**src/rtl/conv_seq_ctrl.sv**
```systemverilog
// Sequencer for the weight-stationary conv systolic array: kernel preload, pixel-index streaming, drain/timeout.
// Latency start->done: 1 + IF_PORT + 1 + 1 + IF_WIDTH*IF_HEIGHT + drain cycles + 1; outputs are state-decoded.
// Backpressure: if_ready=0 holds if_req and if_pix_idx stable; only the pixel counter waits, no other stage stalls.
module conv_seq_ctrl #(
  parameter int IF_WIDTH      = 128,
  parameter int IF_HEIGHT     = 128,
  parameter int IF_PORT       = 27,
  parameter int K_NUM         = 3,
  parameter int DRAIN_TIMEOUT = 1024
) (
  input  logic                                   clk,
  input  logic                                   rst,
  input  logic                                   start,
  output logic                                   busy,
  output logic                                   done,
  output logic                                   err_timeout,
  output logic                                   k_rd_en,
  output logic [$clog2(IF_PORT)-1:0]             k_rd_addr,
  output logic                                   k_prefetch,
  output logic [K_NUM-1:0]                       k_valid,
  output logic                                   if_start,
  input  logic                                   if_ready,
  output logic                                   if_req,
  output logic [$clog2(IF_WIDTH*IF_HEIGHT)-1:0]  if_pix_idx,
  input  logic                                   of_done
);

  localparam int KAW = $clog2(IF_PORT);
  localparam int PAW = $clog2(IF_WIDTH*IF_HEIGHT);
  localparam int TAW = $clog2(DRAIN_TIMEOUT);

  localparam logic [KAW-1:0] K_LAST   = KAW'(IF_PORT - 1);
  localparam logic [PAW-1:0] PIX_LAST = PAW'(IF_WIDTH*IF_HEIGHT - 1);
  localparam logic [TAW-1:0] T_LAST   = TAW'(DRAIN_TIMEOUT - 1);

  typedef enum logic [2:0] {
    S_IDLE,
    S_K_LOAD,
    S_K_FLUSH,
    S_IF_START,
    S_IF_STREAM,
    S_DRAIN,
    S_DONE
  } state_t;

  state_t          state_q, state_d;
  logic [KAW-1:0]  k_cnt_q, k_cnt_d;
  logic [PAW-1:0]  pix_cnt_q, pix_cnt_d;
  logic [TAW-1:0]  t_cnt_q, t_cnt_d;
  logic            err_q, err_d;
  logic            kvld_q;

  // Kernel data arrives one cycle after the read, so prefetch/valid are the delayed read enable.
  assign k_prefetch  = kvld_q;
  assign k_valid     = {K_NUM{kvld_q}};
  assign err_timeout = err_q;

  // Next-state, counter updates and state-decoded outputs.
  always_comb begin
    state_d    = state_q;
    k_cnt_d    = k_cnt_q;
    pix_cnt_d  = pix_cnt_q;
    t_cnt_d    = t_cnt_q;
    err_d      = err_q;
    busy       = 1'b1;
    done       = 1'b0;
    k_rd_en    = 1'b0;
    k_rd_addr  = '0;
    if_start   = 1'b0;
    if_req     = 1'b0;
    if_pix_idx = '0;

    case (state_q)
      S_IDLE: begin
        busy = 1'b0;
        // A new run clears the sticky timeout flag and every counter.
        if (start) begin
          state_d   = S_K_LOAD;
          k_cnt_d   = '0;
          pix_cnt_d = '0;
          t_cnt_d   = '0;
          err_d     = 1'b0;
        end
      end

      S_K_LOAD: begin
        k_rd_en   = 1'b1;
        k_rd_addr = k_cnt_q;
        if (k_cnt_q == K_LAST) begin
          k_cnt_d = '0;
          state_d = S_K_FLUSH;
        end else begin
          k_cnt_d = k_cnt_q + KAW'(1);
        end
      end

      // Last kernel word is on the bus this cycle; nothing else to do.
      S_K_FLUSH: state_d = S_IF_START;

      S_IF_START: begin
        if_start = 1'b1;
        state_d  = S_IF_STREAM;
      end

      S_IF_STREAM: begin
        if_req     = 1'b1;
        if_pix_idx = pix_cnt_q;
        if (if_ready) begin
          if (pix_cnt_q == PIX_LAST) begin
            pix_cnt_d = '0;
            state_d   = S_DRAIN;
          end else begin
            pix_cnt_d = pix_cnt_q + PAW'(1);
          end
        end
      end

      // Completion wins over timeout when both land on the final drain cycle.
      S_DRAIN: begin
        if (of_done) begin
          state_d = S_DONE;
        end else if (t_cnt_q == T_LAST) begin
          err_d   = 1'b1;
          state_d = S_IDLE;
        end else begin
          t_cnt_d = t_cnt_q + TAW'(1);
        end
      end

      S_DONE: begin
        done    = 1'b1;
        state_d = S_IDLE;
      end

      default: state_d = S_IDLE;
    endcase
  end

  // State and counter registers; reset also squashes any kernel valid in flight.
  always_ff @(posedge clk) begin
    if (rst) begin
      state_q   <= S_IDLE;
      k_cnt_q   <= '0;
      pix_cnt_q <= '0;
      t_cnt_q   <= '0;
      err_q     <= 1'b0;
      kvld_q    <= 1'b0;
    end else begin
      state_q   <= state_d;
      k_cnt_q   <= k_cnt_d;
      pix_cnt_q <= pix_cnt_d;
      t_cnt_q   <= t_cnt_d;
      err_q     <= err_d;
      kvld_q    <= k_rd_en;
    end
  end

endmodule

```
**config.mk**
```make
export PLATFORM = sky130hd
export DESIGN_NAME = conv_seq_ctrl
export DESIGN_NICKNAME = d
export VERILOG_FILES = /design/src/rtl/conv_seq_ctrl.sv
export SDC_FILE = /design/constraint.sdc
export NUM_CORES = 1
export LEC_CHECK = 0
export BUFFER_PORTS_ARGS = -buffer_cell sky130_fd_sc_hd__clkbuf_2
export CAP_MARGIN = 15
export CORE_MARGIN = 2
export CORE_UTILIZATION = 44
export CTS_BUF_LIST = sky130_fd_sc_hd__clkbuf_16
export DETAILED_ROUTE_END_ITERATION = 12
export MAX_ROUTING_LAYER = met4
export PLACE_DENSITY = 0.63
export SYNTH_ARGS = -nofsm -noshare
export SYNTH_HDL_FRONTEND = slang
export SYNTH_SLANG_ARGS = --single-unit
export TNS_END_PERCENT = 1
```
**constraint.sdc**
```tcl
create_clock -name clk -period 1.7 [get_ports clk]
set_input_delay 0 -clock clk [delete_from_list [all_inputs] [get_ports clk]]
set_output_delay 0 -clock clk [all_outputs]
set_load 0.01 [all_outputs]
```
==> impl_metrics.ini <==
[run_status]
status = complete, no violations

[power_and_ir_drop]
ir_worst_vdd_v = 0.000792
power.switching_w = 0.000870
p_int_w = 0.00167
power.leakage_nw = 1.01
p_comb_share_pct = 31.0
p_seq_share_pct = 36.0
p_clk_share_pct = 33.0
p_per_area_nw_per_um2 = 1080
p_sw_share_pct = 34.2

[final_layout]
num-fill-cells = 398
seq_area_um2 = 681
drive_gt1_share_pct = 26.7
fin_cells = 327
multi_input_area_um2 = 1130
nNetsFinal = 285
area_growth_pct = 24.4
final_util_pct = 58.1
n_antenna_cell = 0

[timing]
rsz0062_at_grt = yes
fmax_ghz = 0.626
relSlewSlack_pct = 73.1
whs_ns = 0.0819
skew_ns = 0.00228
finalSetupViolCount = 0
layout_min_cycle_time_ns = 1.60
worstMarginPinSlew_ns = 0.400
slew_viol_final = 0
finalSetupTns_ns = 0
hold_viol = 0
min_period_over_period_pct = 94.0

[logic_synthesis]
synthFlopType = dfxtp_1
netlist_area_um2 = 1890
ys_seq_area_share_pct = 35.9
ys_seq_elements = 34
synth_cell_type_count = 46
async_flop_share_pct = 0
yosys_warnings = 0
avgSynthCellArea_um2 = 8.38
synth_edf_count = 0
syn_inst = 226
synth_nets = 235

[cts]
clk_latency_ns = 0.27
cts-resized-gates = 0
cts_setup_buffers = 0
clockBufferDepth = 2
cts_tree = yes
htree_num_levels = 2
cts.clk_slew.worst_paths_ns = 0.05
holdBufCountCts = 0
cts_sinks = 34
numCtsBuffers = 5
cts_root_buffer = clkbuf_16

[min_path]
hold_end = pix_cnt_q[1]$_SDFFE_PP0P_
hold_start = rst
holdPathStages = 2
hp-class = primary input to register

[worst_setup_path]
crit_type = register to register
reg2reg_depth = 5
crit_path_start_kind = register
worstPathArrival_ns = 1.75
r2r_end = state_q[0]$_SDFFE_PP0P_
cp-end-kind = register
critPathMaxFanout = 10
critPathSlowestCell = or3b_4
critical_path.max_stage_delay_ns = 0.48
cp_cell_sequence = or3b_4 -> a41oi_4 -> nor3_1 -> mux2i_1 -> nor2_1
r2r-start = state_q[1]$_SDFFE_PP0P_
required_ns = 1.85
regToRegSetupSlack_ns = 0.10

[place]
place.gp.congestion = 0.793
placedCellCount = 319
hpwl_um = 3020
portBuffers = 33

[drt]
viasPerCell = 5.24
drtAntennaViolNets = 0
detail_route.wirelength_um = 4160
first_pass_iters = 4
wl_per_cell_um = 12.7
drt-initial-drc-count = 89
vias = 1715
drc = 0

[floorplanning]
core_area_um2 = 4060
die_x_um = 69.6
dieArea_um2 = 4850
die_h_um = 69.6
rows = 23
start_util_pct = 46.7
io_pins = 34

[global_routing]
first_global_vias = 1647
grt_pass1_wl_um = 7290
grt.overflow.total = 0
grt_max_degree = 16
track_usage_pct = 18.7
antenna_found_initial = 0

[flow_run]
maxCapViolCount = 0
[kinds of logic after synthesis]
| kind of cell | Yosys count | share of synthesized area, % |
|---|---|---|
| flops | 34 | 35.9 |
| xor+xnor | 18 | 8.32 |
| compound gates | 32 | 13.5 |
| fa+ha+maj | 4 | 2.64 |
| buf+inv | 17 | 4.43 |
| simple gates | 117 | 32.8 |
| mux | 4 | 2.38 |
[sequential cells by signal (all words and copies together), names as in the netlist]
signal,cells
pix_cnt_q,14
t_cnt_q,10
k_cnt_q,5
state_q,3
err_timeout,1
k_prefetch,1
[how the worst max path moves through the flow]
stage	start	to	slack (ns)	depth (start not counted)
finish	state_q[1]$_SDFFE_PP0P_	state_q[0]$_SDFFE_PP0P_	0.10	5
global route	t_cnt_q[8]$_SDFFE_PP0P_	state_q[0]$_SDFFE_PP0P_	-0.02	5
CTS	state_q[1]$_SDFFE_PP0P_	state_q[0]$_SDFFE_PP0P_	0.1	5
detailed placement	state_q[1]$_SDFFE_PP0P_	state_q[0]$_SDFFE_PP0P_	0.11	5
global placement	state_q[1]$_SDFFE_PP0P_	state_q[0]$_SDFFE_PP0P_	0.14	5
floorplan	t_cnt_q[0]$_SDFFE_PP0P_	state_q[0]$_SDFFE_PP0P_	0.21	6
[final cells by class]
class | count | share of cell area [%]
flip-flops and latches | 34 | 28.9
multi-input cells | 175 | 48.1
inverters | 7 | 1.11
clock buffers | 5 | 5.31
clock inverters | 3 | 0.531
well taps | 50 | 2.65
repair buffers | 53 | 13.4
[cell usage in the layout (no fill, tap or decap), types with 2 or more instances in the layout]
cell       netlist  layout
ha_1             4       4
clkbuf_2         0      33
a21oi_2          2       2
inv_1            7       8
a211oi_1         2       2
nor3_1           6       5
dfxtp_1         34      34
nand3_1         10      10
a21oi_1         10      10
nand3_2          2       2
and3_1          17      17
a311oi_1         2       2
nor2_1          33      33
a31oi_1          2       2
buf_4            3      20
nand4_1          4       4
mux2i_1          3       3
nor4_1           2       2
a41oi_1          2       2
clkbuf_16        0       5
or3_1            4       4
xor2_1          10      10
xnor2_1          8       8
and2_1           4       4
o21ai_0          5       5
nand2_1         21      21
and4_1           4       4
[metal layers]
layer | up-vias | GRT usage (%) | share of wire (%)
li1 | 898 | - | -
met1 | 781 | 23.8 | 47
met4 | 0 | 5.13 | 1.2
met5 | - | - | 0
met3 | 4 | 4.51 | 4.2
met2 | 32 | 29.9 | 48
[cells in the mapped netlist (all sizes together) (6+ instances only)]
library cell / n / area, µm²
inv: 7 / 26.3
xnor2: 8 / 70.1
nand2: 22 / 85.1
nand3: 12 / 70.1
nor2: 35 / 141
a21oi: 12 / 67.6
and3: 17 / 106
o21ai: 7 / 38.8
xor2: 10 / 87.6
nor3: 6 / 30.0
dfxtp: 34 / 681
[power by group through the flow]
stage / Clock (W) / Sequential, W / Combinational (W)
2_1_floorplan: 0 / 0.000902 / 0.000564
3_3_place_gp: 0 / 0.000926 / 0.000768
3_5_place_dp: 0 / 0.000930 / 0.000777
4_1_cts: 0.000866 / 0.000914 / 0.000787
5_1_grt: 0.000899 / 0.000925 / 0.000899
6_report: 0.000840 / 0.000915 / 0.000790
[stage by stage]
| step | total power [W] | area [µm²] | setup slack, ns |
|---|---|---|---|
| floorplan | 0.00147 | 1890 | 0.210 |
| global placement | 0.00169 | 2210 | 0.139 |
| detailed placement | 0.00171 | 2210 | 0.110 |
| CTS | 0.00257 | 2350 | 0.0965 |
| global route | 0.00272 | 2360 | -0.0178 |
| finish | 0.00254 | 2360 | 0.102 |
[critical path, delay by kind of cell, from the launching register on]
family           cells  cell delay (ns)
multiplexers         1             0.13
AO/OA/AOI/OAI        1             0.31
flip-flops           1             0.43
AND/OR/NAND/NOR      3             0.61
No activity file was read; power rests on OpenSTA's default activity.
